--- src/rtl/packet_asm_if.sv ---
// rtl/packet_asm_if.sv - byte-in / packet-out handshake bundle for packet_asm
interface packet_asm_if #(
    parameter int NUM_BYTES = 3,
    parameter int BYTE_W    = 8
) ();
    localparam int PW = NUM_BYTES * BYTE_W;
    localparam int CW = $clog2(NUM_BYTES + 1);

    logic          byte_vld;
    logic [BYTE_W-1:0] byte_data;
    logic          pckt_ack;
    logic          pckt_rdy;
    logic [PW-1:0] pckt;
    logic [CW-1:0] byte_cnt;
    logic          timeout;
    logic          ovfl;

    // Byte source and packet consumer side
    modport master (
        output byte_vld, byte_data, pckt_ack,
        input  pckt_rdy, pckt, byte_cnt, timeout, ovfl
    );

    // Assembler side
    modport slave (
        input  byte_vld, byte_data, pckt_ack,
        output pckt_rdy, pckt, byte_cnt, timeout, ovfl
    );
endinterface

--- src/rtl/packet_asm.sv ---
// rtl/packet_asm.sv - byte-to-packet assembler with buffered output, timeout and overflow
module packet_asm #(
    parameter int NUM_BYTES   = 3,
    parameter int BYTE_W      = 8,
    parameter int TIMEOUT_CYC = 1024
) (
    input  logic        clk,
    input  logic        rst,
    packet_asm_if.slave bus
);
    localparam int PW = NUM_BYTES * BYTE_W;
    localparam int CW = $clog2(NUM_BYTES + 1);
    localparam int TW = (TIMEOUT_CYC > 1) ? $clog2(TIMEOUT_CYC) : 1;

    localparam logic [CW-1:0] LAST_CNT  = CW'(NUM_BYTES - 1);
    localparam logic [TW-1:0] TIMER_MAX = TW'((TIMEOUT_CYC > 0) ? TIMEOUT_CYC - 1 : 0);

    localparam logic [0:0] S_IDLE = 1'b0;
    localparam logic [0:0] S_ASM  = 1'b1;

    logic [0:0]    state_q, state_d;
    logic [CW-1:0] cnt_q, cnt_d;
    logic [TW-1:0] timer_q, timer_d;
    logic [PW-1:0] asm_q, asm_d;
    logic [PW-1:0] pckt_q, pckt_d;
    logic          rdy_q, rdy_d;
    logic          timeout_q, timeout_d;
    logic          ovfl_q, ovfl_d;

    logic [PW-1:0] asm_shift;
    logic          complete;

    // Oldest byte migrates toward the MSBs as new bytes enter at the bottom
    assign asm_shift = (asm_q << BYTE_W) | PW'(bus.byte_data);
    // cnt_q is 0 in IDLE, so a single-byte packet completes straight from IDLE
    assign complete  = bus.byte_vld && (cnt_q == LAST_CNT);

    // Next-state: assembly, inter-byte timer and output buffer handshake
    always_comb begin
        state_d   = state_q;
        cnt_d     = cnt_q;
        timer_d   = timer_q;
        asm_d     = asm_q;
        pckt_d    = pckt_q;
        rdy_d     = rdy_q;
        timeout_d = 1'b0;
        ovfl_d    = 1'b0;

        if (complete) begin
            state_d = S_IDLE;
            cnt_d   = '0;
            timer_d = '0;
            asm_d   = '0;
            // A same-cycle ack frees the buffer, so the new packet replaces the old one
            if (!rdy_q || bus.pckt_ack) begin
                pckt_d = asm_shift;
                rdy_d  = 1'b1;
            end else begin
                ovfl_d = 1'b1;
            end
        end else begin
            if (rdy_q && bus.pckt_ack) begin
                rdy_d = 1'b0;
            end
            if (bus.byte_vld) begin
                state_d = S_ASM;
                asm_d   = asm_shift;
                cnt_d   = cnt_q + CW'(1);
                timer_d = '0;
            end else if (state_q == S_ASM && TIMEOUT_CYC > 0) begin
                if (timer_q == TIMER_MAX) begin
                    state_d   = S_IDLE;
                    cnt_d     = '0;
                    timer_d   = '0;
                    asm_d     = '0;
                    timeout_d = 1'b1;
                end else begin
                    timer_d = timer_q + TW'(1);
                end
            end
        end
    end

    // State registers with asynchronous clear of partial and pending packets
    always_ff @(posedge clk or posedge rst) begin
        if (rst) begin
            state_q   <= S_IDLE;
            cnt_q     <= '0;
            timer_q   <= '0;
            asm_q     <= '0;
            pckt_q    <= '0;
            rdy_q     <= 1'b0;
            timeout_q <= 1'b0;
            ovfl_q    <= 1'b0;
        end else begin
            state_q   <= state_d;
            cnt_q     <= cnt_d;
            timer_q   <= timer_d;
            asm_q     <= asm_d;
            pckt_q    <= pckt_d;
            rdy_q     <= rdy_d;
            timeout_q <= timeout_d;
            ovfl_q    <= ovfl_d;
        end
    end

    assign bus.pckt_rdy = rdy_q;
    assign bus.pckt     = pckt_q;
    assign bus.byte_cnt = cnt_q;
    assign bus.timeout  = timeout_q;
    assign bus.ovfl     = ovfl_q;
endmodule
--- src/flat_wrapper.sv ---
// flat-port wrapper written by rule: the top's interface ports become plain ports
module packet_asm_flat 
#(
    parameter int NUM_BYTES   = 3,
    parameter int BYTE_W      = 8,
    parameter int TIMEOUT_CYC = 1024
)
  (clk, rst, bus_byte_vld, bus_byte_data, bus_pckt_ack, bus_pckt_rdy, bus_pckt, bus_byte_cnt, bus_timeout, bus_ovfl);
  packet_asm_if #(.NUM_BYTES(NUM_BYTES), .BYTE_W(BYTE_W)) bus_i ();
  input  logic clk;
  input  logic rst;
  input wire logic [$bits(bus_i.byte_vld)-1:0] bus_byte_vld;
  input wire logic [$bits(bus_i.byte_data)-1:0] bus_byte_data;
  input wire logic [$bits(bus_i.pckt_ack)-1:0] bus_pckt_ack;
  output wire logic [$bits(bus_i.pckt_rdy)-1:0] bus_pckt_rdy;
  output wire logic [$bits(bus_i.pckt)-1:0] bus_pckt;
  output wire logic [$bits(bus_i.byte_cnt)-1:0] bus_byte_cnt;
  output wire logic [$bits(bus_i.timeout)-1:0] bus_timeout;
  output wire logic [$bits(bus_i.ovfl)-1:0] bus_ovfl;
  assign bus_i.byte_vld = bus_byte_vld;
  assign bus_i.byte_data = bus_byte_data;
  assign bus_i.pckt_ack = bus_pckt_ack;
  assign bus_pckt_rdy = bus_i.pckt_rdy;
  assign bus_pckt = bus_i.pckt;
  assign bus_byte_cnt = bus_i.byte_cnt;
  assign bus_timeout = bus_i.timeout;
  assign bus_ovfl = bus_i.ovfl;
  packet_asm #(.NUM_BYTES(NUM_BYTES), .BYTE_W(BYTE_W), .TIMEOUT_CYC(TIMEOUT_CYC)) u_core (.clk(clk), .rst(rst), .bus(bus_i));
endmodule
--- config.mk ---
export PLATFORM = sky130hd
export DESIGN_NAME = packet_asm_flat
export DESIGN_NICKNAME = d
export VERILOG_FILES = /design/src/rtl/packet_asm_if.sv /design/src/rtl/packet_asm.sv /design/src/flat_wrapper.sv
export SDC_FILE = /design/constraint.sdc
export NUM_CORES = 1
export LEC_CHECK = 0
export CORE_ASPECT_RATIO = 2
export CORE_MARGIN = 2
export CORE_UTILIZATION = 46
export DETAILED_ROUTE_END_ITERATION = 10
export GPL_TIMING_DRIVEN = 0
export PLACE_DENSITY = 0.71
export SETUP_SLACK_MARGIN = 0.3
export SYNTH_ARGS = -nofsm -noshare
export SYNTH_HDL_FRONTEND = slang
export SYNTH_SLANG_ARGS = --single-unit
export TNS_END_PERCENT = 1
--- constraint.sdc ---
create_clock -name clk -period 1.6 [get_ports clk]
set_input_delay 0.32 -clock clk [delete_from_list [all_inputs] [get_ports clk]]
set_output_delay 0.32 -clock clk [all_outputs]
set_load 0.02 [all_outputs]
---- After elaboration in Yosys (flattened, before gate mapping) ----
Cells that the tools add are included.
Widths: inputs -> output; s select.
word-level totals
  bits in registers ....................... 56
  input port bits ......................... 12
  output and inout port bits .............. 29
  logic and storage cells ................. 49
cells by class
  add/sub/neg operators ................... 2
  equal/unequal tests ..................... 3
  mux-type cells .......................... 25
  bitwise operators ....................... 1
  reduce and logical (&&, ||, !) cells .... 10
operator list
  operator               count
  $mux 16                4
  $mux 10                4
  $or 24x8->24           1
  $mux 1                 13
  $add 10x1->10 const B  1
  $eq 10x10->1 const B   1
  $mux 2                 4
  $reduce_and 2->1       3
  $reduce_bool 3->1      2
  $add 2x1->2 const B    1
  $eq 2x2->1 const B     1
  $logic_and 1x1->1      2
  $ne 2x2->1 const B     1
  $reduce_bool 2->1      1
  $logic_not 1->1        1
  $logic_or 1x1->1       1

---- Logic depth before layout (Yosys ltp) ----
Gate-level depths: netlist of run 1.
  word-level depth ........................ 5
  depth in mapped cells ................... 7

---- Worst setup path after synthesis of run 1 ----
No wires, ideal clock.
  kind .................................... register -> register
  start ................................... register u_core.cnt_q[0], in the netlist u_core.bus.byte_cnt[0]
  end ..................................... register u_core.pckt_q[1], in the netlist u_core.bus.pckt[1]
  setup time .............................. 0.125 ns
  arrival ................................. 1.580 ns
  required time ........................... 1.475 ns
  path slack .............................. -0.104 ns
  stages on the path, launching flop included .. 8
  buffers on the path ..................... 2
  path through ............................ dfrtp_1 > inv_1 > ha_1 > nand2_1 > nor2b_1 > buf_2 > buf_2 > mux2_2
between the ends
  longest elaborated chain between the ends .. 3
ends and longest elaborated chain
  item                        RTL line           text
  start, declared             packet_asm.sv:22   logic [CW-1:0] cnt_q, cnt_d;
  start signal, assigned      packet_asm.sv:97   cnt_q <= cnt_d;
  $eq 2x2->1                  packet_asm.sv:36   assign complete = bus.byte_vld && (cnt_q == LAST_CNT);
  $logic_and 1x1->1           packet_asm.sv:36
  $reduce_and 2->1 (no line)  -
  end signal, assigned        packet_asm.sv:100  pckt_q <= pckt_d;
  end, declared               packet_asm.sv:25   logic [PW-1:0] pckt_q, pckt_d;
Every way passes these cells.
A chain may end at the register's enable or synchronous reset.

---- Worst setup path in the final report of run 1 ----
  start ................................... register u_core.timer_q[0]
  end ..................................... register u_core.asm_q[1]
between the ends
  longest elaborated chain between the ends .. 3
ends and longest elaborated chain
  item                         RTL line          text
  start, declared              packet_asm.sv:23  logic [TW-1:0] timer_q, timer_d;
  start signal, assigned       packet_asm.sv:98  timer_q <= timer_d;
  $eq 10x10->1                 packet_asm.sv:71  if (timer_q == TIMER_MAX) begin
  $reduce_bool 3->1 (no line)  -
  $reduce_and 2->1 (no line)   -
  end signal, assigned         packet_asm.sv:99  asm_q <= asm_d;
  end, declared                packet_asm.sv:24  logic [PW-1:0] asm_q, asm_d;
Every way passes these cells.

==> results of run 1 <==
logic make-up (layout without fill, tap and decap cells):
group / count (synthesis) / after routing
adder cells (fa/ha/maj): 2 / 2
flip-flops: 56 / 56
multiplexers: 25 / 25
AO/OA/AOI/OAI: 32 / 32
XOR/XNOR: 2 / 2
AND/OR/NAND/NOR: 40 / 40
buffers and inverters: 12 / 74
cell type report:
type	count	area [µm²]	area share (%)
plain buffers	8	86.3	2.83
clock buffers	5	68.8	2.26
clock inverters	3	22.5	0.739
inverters	4	18.8	0.616
multi-input cells	101	938	30.8
flip-flops and latches	56	1400	46.0
well taps	57	71.3	2.34
repair buffers	54	440	14.4
worst max path at each step:
stage / start / slack [ns] / cells past startpoint / to
4_1_cts: u_core.bus.byte_cnt[0]$_DFFE_PP0P_ / 0.02 / 8 / u_core.bus.pckt[13]$_DFFE_PP0P_
5_1_grt: u_core.timer_q[0]$_DFFE_PP0P_ / -0.07 / 6 / u_core.asm_q[1]$_DFFE_PP0P_
6_report: u_core.timer_q[0]$_DFFE_PP0P_ / -0.02 / 6 / u_core.asm_q[1]$_DFFE_PP0P_
2_1_floorplan: u_core.bus.byte_cnt[0]$_DFFE_PP0P_ / -0.06 / 7 / u_core.bus.pckt[1]$_DFFE_PP0P_
3_5_place_dp: bus_byte_vld / -0.52 / 5 / u_core.asm_q[1]$_DFFE_PP0P_
3_3_place_gp: bus_byte_vld / -0.51 / 5 / u_core.asm_q[0]$_DFFE_PP0P_
flip-flops by register name, indices dropped and copies added, names as in the netlist:
name and count:
u_core.bus.byte_cnt 2, u_core.bus.timeout 1, u_core.bus.pckt_rdy 1, u_core.state_q 1
u_core.timer_q 10, u_core.bus.pckt 24, u_core.bus.ovfl 1, u_core.asm_q 16
routing by layer:
metal / vias to the layer above / routed length (µm) / global-route usage, %
met1: 841 / 1880 / 23.2
met3: 15 / 214 / 4.89
met2: 51 / 3140 / 38.9
li1: 738 / - / -
met4: 0 / 172 / 10.8
met5: - / 0 / 0
metrics by stage:
step | setup slack (ns) | util, % | cell area, µm² | total power [W] | setup TNS (ns)
finish | -0.0182 | 63.3 | 3050 | 0.00476 | -0.0523
global placement | -0.506 | 57.2 | 2760 | 0.00376 | -14.84
floorplan | -0.0558 | - | 2280 | 0.00300 | -1.47
CTS | 0.0221 | 64.3 | 3100 | 0.00478 | 0
detailed placement | -0.524 | 57.2 | 2760 | 0.00383 | -18.65
global route | -0.0662 | 63.3 | 3050 | 0.00501 | -0.506
synth_stat cells:
library cell	n
mux2_2	22
nand3_1	4
o221ai_1	1
nand2b_1	4
nor4_1	1
and2_1	1
or2_2	1
nand4_1	4
nor2_1	6
a31oi_1	1
buf_6	1
or4_1	2
buf_8	1
o32a_1	2
nor3_1	1
clkbuf_1	2
buf_2	3
inv_1	4
o31ai_1	5
o31a_1	1
mux2_1	3
a22o_1	16
or3b_1	2
buf_4	1
dfrtp_1	56
o21ai_0	2
nand4_4	1
or3_1	1
o2bb2ai_1	1
xor2_1	1
nor2b_1	1
a21oi_1	3
xnor2_1	1
nand2_1	11
ha_1	2
placed cells by master, fill, tap and decap left out, types with 3 or more instances in the layout:
cell	instances
clkbuf_2	26
nand2_1	10
dfrtp_1	55
a22o_1	16
mux2_4	22
clkdlybuf4s50_1	9
nand4_1	4
o31ai_1	5
mux2_2	3
buf_8	3
a21oi_1	3
dlygate4sd2_1	3
nor2_1	5
buf_6	5
nand2b_1	4
nand3_1	4
clkbuf_8	5
buf_4	9
what timing repair did:
| item | 4_1_cts | 5_1_grt |
|---|---|---|
| endpoints found under the setup margin | 137 | 137 |
| cloned | 2 | 0 |
| buffers inserted | 12 | 0 |
| pin swaps | 3 | 7 |
| resized for setup | 66 | 66 |
report_power, final:
part	switching [W]	internal (W)
logic	0.000913	0.000965
registers	0.000273	0.00183
clock network	0.000465	0.000315
==> impl_metrics.yaml, run 1 <==
floorplan:
  die_h_um: 103
  row_count: 36
  pin_count: 41
  placeableCoreArea_um2: 4820
  die_width_um: 53.7
  die-area_um2: 5560
  start_util_pct: 47.2
hold_path:
  worst_hold_path_type: "input pin to async pin"
power:
  power.density_nw_per_um2: 1560
  ir_drop_mv: 1.04
  p_leak_nw: 1.46
timing:
  setup_violations: 6
  rsz0062_at_grt: "yes"
  whs_ns: 0.317
  finalMaxSlewViolations: 0
  worst_slew_pin_slew_ns: 1.15
  hold_viol: 0
  layout_setup_ws_ns: -0.0182
  slew_headroom_pct: 23.2
  fin_crit_sh_pct: 101
  period_needed_ns: 1.62
  max_freq_mhz: 618
  skew_ns: 0.00605
placement:
  dp_cells: 266
  port_buffers: 40
  place.gp.congestion: 0.713
  dpl.hpwl_mm: 3.37
setup_path:
  path_cells: "ha_4 -> nand4_4 -> o31a_1 -> buf_6 -> buf_8 -> a22o_1"
  worst_path_max_delay_cell: "dfrtp_1"
  cp_max_fo: 10
  r2r_start: "u_core.timer_q[0]$_DFFE_PP0P_"
  critPathTopFamily: "compound AO/OA/AOI/OAI gates"
  critPathLaunchType: "flop"
  r2r_end: "u_core.asm_q[1]$_DFFE_PP0P_"
  critPathBufInv: 2
  reg2regPathDepth: 6
  critPathRequiredTime_ns: 1.81
  path_class: "flop to flop"
  critPathCaptureType: "flop"
  arrival_ns: 1.83
  cpPeakStageDelay_ns: 0.43
  reg2reg_slack_ns: -0.02
global_route:
  grt_start_max_net_pins: 57
  antenna_found_initial: 0
  grt_pass1_wl_mm: 8.67
  grtUsageTotal_pct: 21.9
  grt-ovfl-total: 0
  grt_pass1_vias: 1789
synth:
  synth_simple_gate_area_share_pct: 9.84
  synthCells: 169
  seq_area_frac_synth_pct: 61.6
  yosys_register_bits: 56
  synth_top_area_cell: "dfrtp_1"
  synth_top_family_by_area: "multiplexers"
  synthXorXnorAreaFrac_pct: 0.770
  synth_compound_area_share_pct: 11.2
  synth_top_area_share_pct: 61.6
  postSynthNetCount: 183
  synth_mux_area_share_pct: 12.4
  ys_top_cells_by_area: "dfrtp_1 (62%), mux2_2 (11%), a22o_1 (6.2%)"
  syn_avg_cell_area_um2: 13.5
  ys_types: 35
  synth_warnings: 0
  synth_area_um2: 2280
  synthAdderAreaFrac_pct: 1.10
routing:
  firstDrtPassIters: 4
  drc: 0
  drtIter0Drc: 43
  ant_nets: 0
  wire_per_inst_um: 18.8
  viasPerCell: 5.71
  routed_wl_mm: 5.41
  vias: 1645
finish:
  drive_gt1_share_pct: 39.4
  synthToLayoutAreaGrowth_pct: 34.0
  nNetsFinal: 244
  stdcell_count: 288
  fillerInstances: 378
  diodes: 0
clocking:
  h-tree-depth: 2
  clock_sinks: 56
  ctsHoldBuffers: 0
  clockBufferDepth: 2
  numCtsBuffers: 5
  cts_tree: "done"
  cts_root_buf: "clkbuf_8"
  clk_pin_slew_ns: 0.10
  insertion_delay_ns: 0.31
job:
  cap_violations: 0
outcome:
  failed_checks: "setup timing"
  status: "finished with violations"
Power figures use the tool's default switching activity.
==> inputs of run 2 (changes only) <==
--- a/config.mk
+++ b/config.mk
@@ -9,8 +9,9 @@
 export CORE_MARGIN = 2
 export CORE_UTILIZATION = 46
 export DETAILED_ROUTE_END_ITERATION = 10
+export GPL_ROUTABILITY_DRIVEN = 0
 export GPL_TIMING_DRIVEN = 0
-export PLACE_DENSITY = 0.71
+export PLACE_DENSITY_LB_ADDON = 0.2
 export SETUP_SLACK_MARGIN = 0.3
 export SYNTH_ARGS = -nofsm -noshare
 export SYNTH_HDL_FRONTEND = slang
==> impl_metrics.yaml, run 2 (synthesis results as in run 1) <==
outcome:
  status: "finished with violations"
  failed_checks: "setup timing"
power:
  power_w: 0.00461
  power.density_nw_per_um2: 1510
  ir_drop_mv: 1.15
  p_leak_nw: 1.52
clocking:
  clk_pin_slew_ns: 0.09
  clockBufferDepth: 2
  numCtsBuffers: 5
  insertion_delay_ns: 0.30
  clock_sinks: 56
  ctsHoldBuffers: 0
  cts_root_buf: "clkbuf_8"
  h-tree-depth: 2
  cts_tree: "done"
routing:
  drc: 0
  firstDrtPassIters: 4
  drtIter0Drc: 36
  viasPerCell: 5.74
  wire_per_inst_um: 18.8
  ant_nets: 0
  routed_wl_mm: 5.40
  vias: 1653
finish:
  diodes: 0
  nNetsFinal: 245
  final_common_cell: "dfrtp_1"
  drive_gt1_share_pct: 36.8
  fillerInstances: 363
  multi_input_comb_area_um2: 926
  most-common-layout-cells: "dfrtp_1 (55), clkbuf_2 (21), a22o_1 (16), mux2_4 (16), buf_4 (13)"
  largest_register_ffs: 24
  fin_util_pct: 63.3
  seq_area_um2: 1400
  design_area_um2: 3050
  synthToLayoutAreaGrowth_pct: 34.1
floorplan:
  die_width_um: 53.7
  pin_count: 41
  die-area_um2: 5560
  die_h_um: 103
  row_count: 36
  placeableCoreArea_um2: 4820
  start_util_pct: 47.2
placement:
  dpl-instance-area_um2: 2760
  dpl.hpwl_mm: 3.50
  port_buffers: 40
setup_path:
  cp_max_fo: 5
  critPathLaunchType: "flop"
  cpPeakStageDelay_ns: 0.43
  arrival_ns: 1.80
  path_cells: "nand4_1 -> o31a_1 -> buf_6 -> buf_4 -> a22o_1"
  reg2regPathDepth: 5
  critPathRequiredTime_ns: 1.79
  worst_path_max_delay_cell: "dfrtp_1"
  path_class: "flop to flop"
  critPathCaptureType: "flop"
global_route:
  grt-ovfl-total: 0
  grtUsageTotal_pct: 20.6
  grt_pass1_wl_mm: 8.30
  grt_pass1_vias: 1750
  antenna_found_initial: 0
  grt_start_max_net_pins: 57
timing:
  skew_ns: 0.00741
  layout_setup_ws_ns: -0.00681
  fin_crit_sh_pct: 100
  period_needed_ns: 1.61
  finalMaxSlewViolations: 0
  slew_headroom_pct: 21.7
  hold_viol: 0
  max_freq_mhz: 622
  setup_violations: 4
  rsz0062_at_grt: "yes"
  worst_slew_pin_slew_ns: 1.17
hold_path:
  worst_hold_path_type: "input pin to async pin"
job:
  cap_violations: 0
==> run 2: worst max-delay path: cells and delay by family (launching register included) <==
family	cells	cell delay, ns
compound gates	2	0.54
flops	1	0.43
simple gates	1	0.24
buf+inv	2	0.27
==> run 2: metrics by stage <==
| step | setup WS (ns) | hold WS, ns | TNS, ns | instances |
|---|---|---|---|---|
| after floorplan | -0.0558 | 0.400 | -1.47 | 169 |
| after CTS | 0.00439 | 0.506 | 0 | 282 |
| after global placement | -0.534 | 0.471 | -14.45 | 266 |
| final | -0.00681 | 0.335 | -0.0127 | 288 |
| after global routing | -0.0568 | 0.437 | -0.850 | 288 |
| after detailed placement | -0.578 | 0.484 | -18.91 | 266 |
==> run 2: area by class of cell <==
class | count | share of cell area, %
Buffer | 8 | 2.79
Tap cell | 57 | 2.34
Sequential cell | 56 | 45.9
Clock inverter | 1 | 0.164
Multi-Input combinational cell | 101 | 30.3
Clock buffer | 6 | 2.38
Inverter | 4 | 0.615
Timing Repair Buffer | 55 | 15.5
==> run 2: path summary, 6_finish.rpt <==
kind | startpoint | end | slack, ns
setup / recovery | u_core.timer_q[7]$_DFFE_PP0P_ | u_core.asm_q[12]$_DFFE_PP0P_ | -0.007
hold / removal | rst | u_core.bus.pckt_rdy$_DFFE_PP0P_ | 0.33
setup reg to reg | u_core.timer_q[7]$_DFFE_PP0P_ | u_core.asm_q[12]$_DFFE_PP0P_ | -0.007
hold reg to reg | u_core.bus.pckt[5]$_DFFE_PP0P_ | u_core.bus.pckt[5]$_DFFE_PP0P_ | 0.50
max in group asynchronous | rst | u_core.timer_q[6]$_DFFE_PP0P_ | 0.60
min in group clk | u_core.bus.pckt[5]$_DFFE_PP0P_ | u_core.bus.pckt[5]$_DFFE_PP0P_ | 0.50
==> run 2: power breakdown <==
group	internal [W]	switching [W]
combinational	0.000920	0.000887
sequential	0.00183	0.000263
clock	0.000299	0.000418
total	0.00305	0.00157
==> run 2: layer usage <==
metal | wire length (µm) | global-route usage (%) | vias up
met5 | 0 | 0 | -
met4 | 101 | 8.09 | 0
met3 | 194 | 3.45 | 9
met2 | 3140 | 38.7 | 53
met1 | 1970 | 21.4 | 848
li1 | - | - | 743
==> run 2: timing repair <==
item / in CTS / in global routing
setup buffers: 8 / 5
pin swaps: 1 / 12
gates cloned: 1 / 1
resized for setup: 38 / 75
setup endpoints to repair: 138 / 138
==> inputs of run 3 (changes only) <==
--- a/config.mk
+++ b/config.mk
@@ -5,6 +5,7 @@
 export SDC_FILE = /design/constraint.sdc
 export NUM_CORES = 1
 export LEC_CHECK = 0
+export ABC_CLOCK_PERIOD_IN_PS = 1600
 export CORE_ASPECT_RATIO = 2
 export CORE_MARGIN = 2
 export CORE_UTILIZATION = 46
==> results of run 3 <==
Final layout, timing and power as in run 2 (identical DEF).
